File: src/rtl/jtag_gpios_pkg.sv
// Shared register-select and update-operation codes for the JTAG GPIO block.
package jtag_gpios_pkg;

  localparam int SEL_W = 2;
  localparam int OP_W  = 2;

  localparam logic [SEL_W-1:0] SEL_OE   = 2'd0;
  localparam logic [SEL_W-1:0] SEL_OUT  = 2'd1;
  localparam logic [SEL_W-1:0] SEL_IN   = 2'd2;
  localparam logic [SEL_W-1:0] SEL_EDGE = 2'd3;

  localparam logic [OP_W-1:0] OP_NOP   = 2'd0;
  localparam logic [OP_W-1:0] OP_WRITE = 2'd1;
  localparam logic [OP_W-1:0] OP_SET   = 2'd2;
  localparam logic [OP_W-1:0] OP_CLR   = 2'd3;

endpackage

File: src/rtl/jtag_gpio_edge_detect.sv
// Input synchroniser into tck plus sticky per-pin change flags.
// A change and a clear hitting the same bit in one cycle leaves the flag set.
module jtag_gpio_edge_detect #(
  parameter int NR_GPIOS    = 8,
  parameter int SYNC_STAGES = 2
) (
  input  logic                tck,
  input  logic                reset_,
  input  logic [NR_GPIOS-1:0] gpio_inputs,
  input  logic [NR_GPIOS-1:0] clr_mask,
  output logic [NR_GPIOS-1:0] in_sync,
  output logic [NR_GPIOS-1:0] edge_flags
);

  logic [SYNC_STAGES-1:0][NR_GPIOS-1:0] r_sync;
  logic [NR_GPIOS-1:0]                  r_prev;
  logic [NR_GPIOS-1:0]                  r_flags;
  logic [NR_GPIOS-1:0]                  w_edge;

  assign in_sync    = r_sync[SYNC_STAGES-1];
  assign w_edge     = in_sync ^ r_prev;
  assign edge_flags = r_flags;

  always_ff @(posedge tck) begin
    if (!reset_) begin
      r_sync  <= '0;
      r_prev  <= '0;
      r_flags <= '0;
    end else begin
      r_sync  <= {r_sync[SYNC_STAGES-2:0], gpio_inputs};
      r_prev  <= in_sync;
      // set is OR'ed in after the clear so a simultaneous edge survives
      r_flags <= (r_flags & ~clr_mask) | w_edge;
    end
  end

endmodule

File: src/rtl/jtag_gpios_ext.sv
// JTAG-scanned GPIO group: SCAN_N picks one of four registers, EXTEST reads it
// and applies a write/set/clear op carried in the top two bits of the scan.
module jtag_gpios_ext
  import jtag_gpios_pkg::*;
#(
  parameter int NR_GPIOS    = 8,
  parameter int SYNC_STAGES = 2
) (
  input  logic                tck,
  input  logic                reset_,
  input  logic                tdi,
  output logic                gpios_tdo,
  input  logic                capture_dr,
  input  logic                shift_dr,
  input  logic                update_dr,
  input  logic                scan_n_ir,
  input  logic                extest_ir,
  input  logic [NR_GPIOS-1:0] gpio_inputs,
  output logic [NR_GPIOS-1:0] gpio_outputs,
  output logic [NR_GPIOS-1:0] gpio_outputs_ena,
  output logic                gpio_edge_pending
);

  logic [SEL_W-1:0]    r_sel;
  logic [SEL_W-1:0]    r_sel_sr;
  logic [NR_GPIOS+1:0] r_dr;
  logic [NR_GPIOS-1:0] r_oe;
  logic [NR_GPIOS-1:0] r_out;

  logic [NR_GPIOS-1:0] w_in_sync;
  logic [NR_GPIOS-1:0] w_edge_flags;
  logic [NR_GPIOS-1:0] w_edge_clr;
  logic [NR_GPIOS-1:0] w_target;
  logic [NR_GPIOS-1:0] w_data;
  logic [NR_GPIOS-1:0] w_oe_next;
  logic [NR_GPIOS-1:0] w_out_next;
  logic [OP_W-1:0]     w_op;
  logic                w_dr_update;

  function automatic logic [NR_GPIOS-1:0] apply_op(
    input logic [NR_GPIOS-1:0] cur,
    input logic [NR_GPIOS-1:0] data,
    input logic [OP_W-1:0]     op
  );
    case (op)
      OP_WRITE: apply_op = data;
      OP_SET:   apply_op = cur | data;
      OP_CLR:   apply_op = cur & ~data;
      default:  apply_op = cur;
    endcase
  endfunction

  assign w_op        = r_dr[NR_GPIOS+1:NR_GPIOS];
  assign w_data      = r_dr[NR_GPIOS-1:0];
  // capture and shift outrank update when the TAP decodes overlap
  assign w_dr_update = extest_ir & ~capture_dr & ~shift_dr & update_dr;

  always_comb begin
    w_target   = r_oe;
    w_oe_next  = r_oe;
    w_out_next = r_out;
    w_edge_clr = '0;
    case (r_sel)
      SEL_OE:   w_target = r_oe;
      SEL_OUT:  w_target = r_out;
      SEL_IN:   w_target = w_in_sync;
      SEL_EDGE: w_target = w_edge_flags;
      default:  w_target = r_oe;
    endcase
    if (w_dr_update && r_sel == SEL_OE) begin
      w_oe_next = apply_op(r_oe, w_data, w_op);
    end else begin
      w_oe_next = r_oe;
    end
    if (w_dr_update && r_sel == SEL_OUT) begin
      w_out_next = apply_op(r_out, w_data, w_op);
    end else begin
      w_out_next = r_out;
    end
    // edge flags are write-1-to-clear only
    if (w_dr_update && r_sel == SEL_EDGE && w_op == OP_CLR) begin
      w_edge_clr = w_data;
    end else begin
      w_edge_clr = '0;
    end
  end

  always_ff @(posedge tck) begin
    if (!reset_) begin
      r_sel    <= SEL_OUT;
      r_sel_sr <= '0;
      r_dr     <= '0;
      r_oe     <= '0;
      r_out    <= '0;
    end else begin
      if (scan_n_ir) begin
        if (capture_dr) begin
          r_sel_sr <= r_sel;
        end else if (shift_dr) begin
          r_sel_sr <= {tdi, r_sel_sr[1]};
        end else if (update_dr) begin
          r_sel <= r_sel_sr;
        end
      end
      if (extest_ir) begin
        if (capture_dr) begin
          r_dr <= {2'b00, w_target};
        end else if (shift_dr) begin
          r_dr <= {tdi, r_dr[NR_GPIOS+1:1]};
        end
      end
      r_oe  <= w_oe_next;
      r_out <= w_out_next;
    end
  end

  jtag_gpio_edge_detect #(
    .NR_GPIOS    (NR_GPIOS),
    .SYNC_STAGES (SYNC_STAGES)
  ) u_edge (
    .tck         (tck),
    .reset_      (reset_),
    .gpio_inputs (gpio_inputs),
    .clr_mask    (w_edge_clr),
    .in_sync     (w_in_sync),
    .edge_flags  (w_edge_flags)
  );

  assign gpios_tdo         = scan_n_ir ? r_sel_sr[0] : r_dr[0];
  assign gpio_outputs      = r_out;
  assign gpio_outputs_ena  = r_oe;
  assign gpio_edge_pending = |w_edge_flags;

endmodule

File: config.mk
export PLATFORM = sky130hd
export DESIGN_NAME = jtag_gpios_ext
export DESIGN_NICKNAME = d
export VERILOG_FILES = /design/src/rtl/jtag_gpios_pkg.sv /design/src/rtl/jtag_gpio_edge_detect.sv /design/src/rtl/jtag_gpios_ext.sv
export SDC_FILE = /design/constraint.sdc
export NUM_CORES = 1
export LEC_CHECK = 0
export BUFFER_PORTS_ARGS = -buffer_cell sky130_fd_sc_hd__buf_2
export CAP_MARGIN = 30
export CORE_MARGIN = 4
export CORE_UTILIZATION = 45
export DETAILED_ROUTE_END_ITERATION = 7
export GPL_TIMING_DRIVEN = 0
export PLACE_DENSITY = 0.7
export SLEW_MARGIN = 40
export SYNTH_ARGS = -nofsm -noshare
export SYNTH_HDL_FRONTEND = slang
export SYNTH_SLANG_ARGS = --single-unit
File: constraint.sdc
create_clock -name tck -period 2.9 [get_ports tck]
set_input_delay 0.29 -clock tck [delete_from_list [all_inputs] [get_ports tck]]
set_output_delay 0.29 -clock tck [all_outputs]
set_load 0.1 [all_outputs]
==> results of run 1 <==
## per-layer routing
metal,vias to the layer above,wire length (um)
met5,-,0
met4,0,114
met3,11,381
met2,73,2829
met1,987,2589
li1,1042,-
## final timing paths
kind | to | slack, ns | startpoint | cells after the start
setup / recovery | r_dr[7] | 1.09 | r_sel[1] | 4
hold / removal | u_edge.r_sync[3] | 0.17 | gpio_inputs[3] | 2
setup reg to reg | r_dr[7] | 1.09 | r_sel[1] | 4
hold reg to reg | u_edge.in_sync[2] | 0.43 | u_edge.r_sync[2] | 1
## worst max-delay path, stage by stage (launching register included)
cell	delay, ns
sky130_fd_sc_hd__dfxtp_1	0.40
sky130_fd_sc_hd__buf_1	0.48
sky130_fd_sc_hd__mux4_2	0.58
sky130_fd_sc_hd__mux2i_1	0.14
sky130_fd_sc_hd__a21oi_1	0.08
## power groups by stage
| stage | clock network (uW) | registers, uW | logic, uW |
|---|---|---|---|
| floorplan | 0 | 920 | 121 |
| global placement | 0 | 928 | 154 |
| detailed placement | 0 | 929 | 159 |
| CTS | 716 | 910 | 159 |
| global route | 761 | 914 | 175 |
| finish | 698 | 911 | 158 |
## through the flow
stage / utilization, % / setup WS [ns]
2_1_floorplan: - / 1.290
3_3_place_gp: 51.36 / 1.107
3_5_place_dp: 51.36 / 1.085
4_1_cts: 54.69 / 1.069
5_1_grt: 54.69 / 0.9523
6_report: 54.69 / 1.089
## cell usage after synthesis
cell	number
sky130_fd_sc_hd__a21boi_1	2
sky130_fd_sc_hd__a21oi_1	16
sky130_fd_sc_hd__and2_1	24
sky130_fd_sc_hd__buf_1	2
sky130_fd_sc_hd__buf_2	2
sky130_fd_sc_hd__buf_6	3
sky130_fd_sc_hd__clkbuf_1	13
sky130_fd_sc_hd__clkbuf_2	1
sky130_fd_sc_hd__dfxtp_1	62
sky130_fd_sc_hd__mux2_2	1
sky130_fd_sc_hd__mux2i_1	12
sky130_fd_sc_hd__mux4_2	8
sky130_fd_sc_hd__nand2_1	32
sky130_fd_sc_hd__nand2b_1	1
sky130_fd_sc_hd__nand3b_1	2
sky130_fd_sc_hd__nand4bb_4	1
sky130_fd_sc_hd__nor2_1	1
sky130_fd_sc_hd__nor2b_1	17
sky130_fd_sc_hd__nor3_2	1
sky130_fd_sc_hd__nor4_1	18
sky130_fd_sc_hd__nor4bb_1	1
sky130_fd_sc_hd__o211a_1	2
sky130_fd_sc_hd__o21a_1	2
sky130_fd_sc_hd__o21ai_0	17
sky130_fd_sc_hd__o22ai_1	16
sky130_fd_sc_hd__or2_2	1
sky130_fd_sc_hd__or4b_1	1
sky130_fd_sc_hd__or4b_4	1
sky130_fd_sc_hd__xor2_1	8
## cell type report
cell class	count	area, um2
fill	541	2541
multi-input combinational	185	1289
sequential	62	1241
clock buffer	15	186.4
timing repair buffer	31	155.1
buffer	21	105.1
tap	72	90.09
## flip-flops by register name (all words and copies together), names as in the netlist
name / cells
r_dr: 10
gpio_outputs_ena: 8
u_edge.r_sync: 8
u_edge.in_sync: 8
r_sel: 2
gpio_outputs: 8
u_edge.edge_flags: 8
r_sel_sr: 2
u_edge.r_prev: 8
## layout by cell type (no fill, tap or decap), drive strengths merged, types with 2 or more instances in the layout
cell | synthesis | final
o21ai | 17 | 17
o211a | 2 | 2
a21oi | 16 | 16
a21boi | 2 | 2
mux4 | 8 | 8
nand3b | 2 | 2
buf | 7 | 38
xor2 | 8 | 8
and2 | 24 | 24
o21a | 2 | 2
dfxtp | 62 | 62
nor4 | 18 | 18
nand2 | 32 | 32
nor2b | 17 | 17
o22ai | 16 | 16
clkbuf | 14 | 29
mux2i | 12 | 12
or4b | 2 | 2
## logic make-up after synthesis
kind of cell | Yosys count | synth area share [%]
simple gates | 101 | 22.46
buf+inv | 21 | 3.989
compound gates | 55 | 11.97
mux | 21 | 11.82
xor+xnor | 8 | 2.659
flops | 62 | 47.10
==> metrics.md, run 1 <==
| Metric | Value |
|---|---|
| Num CTS Buffers | 9 |
| Proportion of layout cells with a drive suffix above 1 | ~20% |
| Max-Slew Margin vs Limit | 56.15% |
| Starting DRT DRC Count | 217 |
| Placed instance area | 0.002880 mm2 |
| Count of hold buffers inserted by post-cts repair | 0 |
| Unrepaired setup endpoints after global routing | false |
| Number of placed instances, taps included | 371 |
| Number of sinks on the clock net | 62 |
| Period utilization | a little over three fifths |
| Critical path launch point type | flop |
| Hold Path Class | in -> reg |
| Effective utilization at floorplan | 46.99% |
| Data required time at the worst endpoint | 3.10 ns |
| Final RePlAce weighted congestion | 0.8048 |
| Clk network pwr share | 39.5% |
| Number of placement rows | 27 |
| Max-capacitance violation count | 0 |
| Overall Global Routing Usage | 17.64% |
| Total standard cell area after synthesis | 0.002635 mm2 |
| Post-Synthesis Mean Instance Area | roughly 9.8 um2 |
| Final setup violation count | 0 |
| Met1 track demand over resource | 22.87% |
| Sequential share of the synthesized area | 47.10% |
| Final hold violation count | 0 |
| Clock slew at reported path FFs | approximately 0.060 ns |
| Final instance area | slightly above 0.003 mm2 |
| Vias/cell | 5.474 |
| Post-CTS Setup Bufs | 0 |
| Die Width | about 85 um |
| Portion of synthesized cell area occupied by the leading cell type | 47.10% |
| Hold_ws | 0.1651 ns |
| DRC violation count after routing | 0 |
| Comb power frac | under 10% |
| Post-Syn Instances | 268 |
| CTS Buffer Depth | 2 |
| Category of the critical setup timing path | reg -> reg |
| Power density cells | between 500 and 600 mW/mm2 |
| Highest achievable clock rate | approximately 550 MHz |
| Fin Clk Skew | 0.005500 ns |
| Switching power summed over all nets | 424.3 uW |
| Synthesized flop and latch total | 62 |
| Number of cells in the finished layout apart from fillers | approximately 390 |
| Ant diodes | 0 |
| Clock latency on the worst-skew pair | 0.33 ns |
| Synth-to-layout area growth | 16.38% |
| Largest driver fanout on the critical path | 10 |
| Floorplan die area | 0.007144 mm2 |
| Initial antenna violation count | 0 |
| Clock tree from TritonCTS | yes |
| Count of instances resized after the clock tree is built | 0 |
| P_int | 1343 uW |
| Endpoint arrival time on the critical path | 2.01 ns |
| Buffer cell driving the clock tree root | sky130_fd_sc_hd__clkbuf_8 |
| H-tree levels | 3 |
| Wire length of the first global-routing pass | 9880 um |
| Count of distinct cell types in the synthesized netlist | 29 |
| Die span in y | between 80 and 90 um |
| Slew at the pin closest to its max-slew limit | 0.6578 ns |
| Static Leak | 0.001248 uW |
| Sequential share of power | about half |
| Crit. End Element | flop |
| Synthesized net count | between 200 and 300 |
| TritonRoute pass-1 iters | 4 |
| Met2 track demand over resource in global routing | between 20 and 30% |
| Peak-usage layer in the global routing report | met2 |
| Yosys warning count | 0 |
| Count of final max-slew check failures | 0 |
| Total via count in the routed design | 2113 |
| Cell type with the highest aggregate area in the netlist | sky130_fd_sc_hd__dfxtp_1 |
| ANT nets after route | 0 |
| Final total power | 1767 uW |
| Synth area leaders | sky130_fd_sc_hd__dfxtp_1 47%, sky130_fd_sc_hd__mux4_2 6.8%, sky130_fd_sc_hd__and2_1 5.7%, sky130_fd_sc_hd__mux2i_1 4.6%, sky130_fd_sc_hd__nand2_1 4.6% |
| Detailed Place HPWL | 4331 um |
| Via count of the first global-routing pass | 1989 |
| Outcome | finished clean |
| Total Negative Setup Slacks | 0 ns |
| Final worst path period need | around 1.8 ns |
| Final Routed Wirelength | slightly below 6000 um |
| Worst voltage drop across the vdd grid | 0.0002886 V |
| Number of nets in the final layout | 326 |
| Met3 usage in global routing | 3.337% |
| Port Buf Inserts | 31 |
| WL/cell | 15.32 um |
| Placeable Area | approximately 0.0056 mm2 |
| Sw Ratio | 24.01% |
| Count of pins on the block boundary | 34 |
| GRT overflow | 0 |
| Maximum number of pins on one net before global-route repair | 11 |
Power figures use the tool's default switching activity.
==> run 2: changes to the inputs <==
clock period = 1.8 ns   (was 2.9 ns; I/O delays follow)
==> metrics.md, run 2 (synthesis gave the netlist of run 1 again) <==
| Metric | Value |
|---|---|
| Slew at the pin closest to its max-slew limit | 0.6605 ns |
| Final Routed Wirelength | roughly 5900 um |
| Clock tree from TritonCTS | yes |
| Proportion of layout cells with a drive suffix above 1 | 20.19% |
| Number of flip-flops in the largest register | 10 |
| Worst path setup slack after routing | 0.1389 ns |
| Largest driver fanout on the critical path | 9 |
| Period utilization | 92.28% |
| Number of sinks on the clock net | 62 |
| Count of instances resized after the clock tree is built | 1 |
| Register ranked first by flip-flop count | r_dr |
| DRC violation count after routing | 0 |
| Wire length of the first global-routing pass | around 10000 um |
| TritonRoute pass-1 iters | 5 |
| Max-Slew Margin vs Limit | 55.97% |
| Final hold violation count | 0 |
| Pre-CTS setup slack | -0.01520 ns |
| Vias/cell | around 5.6 |
| Fin Clk Skew | 0.005775 ns |
| H-tree levels | 3 |
| Number of placed instances, taps included | roughly 370 |
| Post-CTS Setup Bufs | 0 |
| ANT nets after route | 0 |
| Effective utilization at floorplan | 46.99% |
| Crit. End Element | flop |
| Ant diodes | 0 |
| Count of pins on the block boundary | 34 |
| Final total power | 2847 uW |
| Number of placement rows | 27 |
| Count of hold buffers inserted by post-cts repair | 0 |
| Final RePlAce weighted congestion | around 0.80 |
| Buffer cell driving the clock tree root | sky130_fd_sc_hd__clkbuf_8 |
| Number of cells in the finished layout apart from fillers | ~380 |
| Max-capacitance violation count | 0 |
| Final instance area | 0.003059 mm2 |
| Final worst path period need | ~1.7 ns |
| Hold_ws | 0.05562 ns |
| Die Width | 84.52 um |
| Die span in y | around 85 um |
| Starting DRT DRC Count | 208 |
| Number of nets in the final layout | 324 |
| Category of the critical setup timing path | reg -> reg |
| Total via count in the routed design | around 2100 |
| CTS Buffer Depth | 2 |
| Power density cells | 930.6 mW/mm2 |
| Critical path launch point type | flop |
| Hold Path Class | in -> reg |
| Port Buf Inserts | 31 |
| GRT overflow | 0 |
| Synth-to-layout area growth | 16.10% |
| Clock latency on the worst-skew pair | roughly 0.33 ns |
| Endpoint arrival time on the critical path | 1.91 ns |
| Number of fillers in the final layout | 543 |
| Clock slew at reported path FFs | 0.06 ns |
| WL/cell | around 15 um |
| Unrepaired setup endpoints after global routing | false |
| Outcome | finished clean |
| Via count of the first global-routing pass | 1989 |
| Data required time at the worst endpoint | 2.05 ns |
| Overall Global Routing Usage | 17.64% |
| Detailed Place HPWL | between 4000 and 5000 um |
| Maximum number of pins on one net before global-route repair | 11 |
| Static Leak | about 0.0012 uW |
| Most common cell after layout, fill and taps aside | sky130_fd_sc_hd__dfxtp_1 |
| Floorplan die area | 0.007144 mm2 |
| Count of final max-slew check failures | 0 |
| Highest achievable clock rate | approximately 600 MHz |
| Num CTS Buffers | 9 |
| Commonest cells after routing, fill and taps aside | 62 x sky130_fd_sc_hd__dfxtp_1, 34 x sky130_fd_sc_hd__buf_2, 32 x sky130_fd_sc_hd__nand2_1, 24 x sky130_fd_sc_hd__and2_1, 18 x sky130_fd_sc_hd__nor4_1 |
| Placeable Area | roughly 0.0056 mm2 |
| Worst voltage drop across the vdd grid | 0.0004647 V |
| Initial antenna violation count | 0 |
| Final setup violation count | 0 |
| Placed instance area | 0.002880 mm2 |
==> run 2: cell count changes in the layout (fill, tap and decap cells not counted), sizes merged <==
cell / before / now
buf: 38 / 37
clkbuf: 29 / 28
==> run 2: path summary, 6_finish.rpt <==
check                   start                end  slack, ns  depth (start not counted)
min reg2reg  u_edge.r_sync[2]  u_edge.in_sync[2]       0.43                          1
max reg2reg          r_sel[1]    gpio_outputs[6]       0.14                          4
min            gpio_inputs[3]   u_edge.r_sync[3]       0.06                          2
max                  r_sel[1]    gpio_outputs[6]       0.14                          4
==> run 2: metrics by stage <==
stage / util (%) / setup TNS [ns]
after floorplan: - / 0
after global placement: 51.36 / 0
after detailed placement: 51.36 / -0.01520
after CTS: 54.71 / 0
after global routing: 54.55 / 0
final: 54.55 / 0
==> run 2: final cells by class <==
cell class / instances / area [um2] / share of cell area [%]
buffer: 19 / 97.59 / 3.190
clock buffer: 15 / 186.4 / 6.094
multi-input combinational: 185 / 1289 / 42.13
sequential: 62 / 1241 / 40.57
tap: 72 / 90.09 / 2.945
timing repair buffer: 31 / 155.1 / 5.072
==> run 2: power breakdown <==
part / internal, uW / total (uW) / switching, uW
combinational: 92.2 / 254 / 162
sequential: 1430 / 1470 / 41.6
clock: 645 / 1130 / 481
total: 2160 / 2850 / 685
==> run 2: worst max-delay path, cell delays in order, from the launching register on <==
cell	delay (ns)
sky130_fd_sc_hd__dfxtp_1	0.35
sky130_fd_sc_hd__nand2b_1	0.33
sky130_fd_sc_hd__or4b_4	0.55
sky130_fd_sc_hd__buf_6	0.15
sky130_fd_sc_hd__o22ai_1	0.19
==> run 2: metal layers <==
layer	GRT usage [%]	part of all wire, %
met4	8.201	2.0
met1	22.87	43
met2	28.40	48
met3	3.337	7.2
met5	0	0
==> run 3: changes to the inputs <==
CORE_UTILIZATION = 50   (was 45)
PLACE_DENSITY = 0.76   (was 0.7)
clock period = 2.12 ns   (was 1.8 ns; I/O delays follow)
==> metrics.md, run 3 (synthesis gave the netlist of run 1 again) <==
| Metric | Value |
|---|---|
| Floorplan die area | 0.006496 mm2 |
| Clock slew at reported path FFs | 0.07 ns |
| Slew at the pin closest to its max-slew limit | 0.6480 ns |
| Final setup violation count | 0 |
| Power density cells | 855.1 mW/mm2 |
| Via count of the first global-routing pass | 1933 |
| Effective utilization at floorplan | 51.59% |
| Data required time at the worst endpoint | between 2 and 2.5 ns |
| Synth-to-layout area growth | 18.09% |
| Proportion of layout cells with a drive suffix above 1 | 20.63% |
| Die span in y | between 80 and 90 um |
| Largest driver fanout on the critical path | 10 |
| Final RePlAce weighted congestion | a little under 0.9 |
| Period utilization | about 84% |
| Count of hold buffers inserted by post-cts repair | 0 |
| WL/cell | 14.98 um |
| Number of flip-flops in the largest register | 10 |
| Clock tree from TritonCTS | yes |
| Crit. End Element | flop |
| Final hold violation count | 0 |
| Critical path launch point type | flop |
| Unrepaired setup endpoints after global routing | false |
| Placeable Area | 0.005107 mm2 |
| Final Routed Wirelength | ~5800 um |
| ANT nets after route | 0 |
| Static Leak | roughly 0.0013 uW |
| Starting DRT DRC Count | 196 |
| Max-capacitance violation count | 0 |
| Number of sinks on the clock net | 62 |
| Vias/cell | 5.442 |
| Outcome | finished clean |
| Ant diodes | 0 |
| Max-Slew Margin vs Limit | 56.80% |
| Maximum number of pins on one net before global-route repair | 11 |
| Total Negative Setup Slacks | 0 ns |
| Final worst path period need | roughly 1.8 ns |
| H-tree levels | 3 |
| Worst voltage drop across the vdd grid | between 0.0004 and 0.0005 V |
| Die Width | about 80 um |
| Commonest cells after routing, fill and taps aside | 62 x sky130_fd_sc_hd__dfxtp_1, 33 x sky130_fd_sc_hd__buf_2, 32 x sky130_fd_sc_hd__nand2_1, 24 x sky130_fd_sc_hd__and2_1, 18 x sky130_fd_sc_hd__nor4_1 |
| Hold Path Class | in -> reg |
| Post-CTS Setup Bufs | 0 |
| Final core utilization | between 60% and 70% |
| Buffer cell driving the clock tree root | sky130_fd_sc_hd__clkbuf_8 |
| Count of final max-slew check failures | 0 |
| Fin Clk Skew | 0.008118 ns |
| Register ranked first by flip-flop count | r_dr |
| Number of placement rows | 26 |
| Clock latency on the worst-skew pair | ~0.34 ns |
| Count of pins on the block boundary | 34 |
| DRC violation count after routing | 0 |
| Endpoint arrival time on the critical path | 2.00 ns |
| Detailed Place HPWL | 3999 um |
| Most common cell after layout, fill and taps aside | sky130_fd_sc_hd__dfxtp_1 |
| Port Buf Inserts | 31 |
| Number of nets in the final layout | 326 |
| Overall Global Routing Usage | 19.36% |
| Total via count in the routed design | 2095 |
| Count of instances resized after the clock tree is built | 0 |
| Initial antenna violation count | 0 |
| Wire length of the first global-routing pass | about 9400 um |
| TritonRoute pass-1 iters | 5 |
| Category of the critical setup timing path | reg -> reg |
| Highest achievable clock rate | roughly 560 MHz |
| GRT overflow | 0 |
| Num CTS Buffers | 9 |
| CTS Buffer Depth | 2 |
==> run 3: path summary, 6_finish.rpt <==
kind                          from                end  slack [ns]  depth (start not counted)
setup / recovery          r_sel[1]            r_dr[7]        0.34                          4
hold / removal      gpio_inputs[1]   u_edge.r_sync[1]        0.07                          2
setup reg to reg          r_sel[1]            r_dr[7]        0.34                          4
hold reg to reg   u_edge.r_sync[4]  u_edge.in_sync[4]        0.43                          1
==> run 3: per-stage QoR <==
| step | setup slack [ns] | total power, uW | hold WS, ns | area [um2] | std cells |
|---|---|---|---|---|---|
| after floorplan | 0.5098 | 1424 | 0.3393 | 2635 | 268 |
| after CTS | 0.3128 | 2670 | 0.06655 | 3112 | 385 |
| final | 0.3387 | 2661 | 0.07386 | 3112 | 385 |
| after detailed placement | 0.3378 | 1484 | 0.4169 | 2878 | 369 |
| after global routing | 0.1791 | 2740 | 0.06703 | 3112 | 385 |
| after global placement | 0.3484 | 1478 | 0.4136 | 2878 | 369 |
==> run 3: critical path, stage by stage (launching register included) <==
cell                      delay, ns
sky130_fd_sc_hd__dfxtp_1       0.41
sky130_fd_sc_hd__buf_1         0.47
sky130_fd_sc_hd__mux4_2        0.57
sky130_fd_sc_hd__mux2i_1       0.13
sky130_fd_sc_hd__a21oi_1       0.08
==> run 3: cell type report <==
class / count / area (um2)
Timing Repair Buffer: 31 / 155.1
Buffer: 21 / 105.1
Clock buffer: 13 / 168.9
Fill cell: 437 / 1996
Tap cell: 70 / 87.58
Sequential cell: 62 / 1241
Multi-Input combinational cell: 185 / 1289
Clock inverter: 3 / 65.06
==> run 3: power by group <==
part	internal, uW	leakage, uW	switching [uW]
clock	757	0.000120	444
combinational	78.9	0.000645	136
sequential	1210	0.000507	35.2
==> run 3: layer usage <==
metal	global-route usage (%)	vias up	part of all wire (%)
li1	-	1039	-
met1	24.63	958	45
met2	30.30	88	46
met3	5.269	10	7.6
met4	9.122	0	1.8
met5	0	-	0
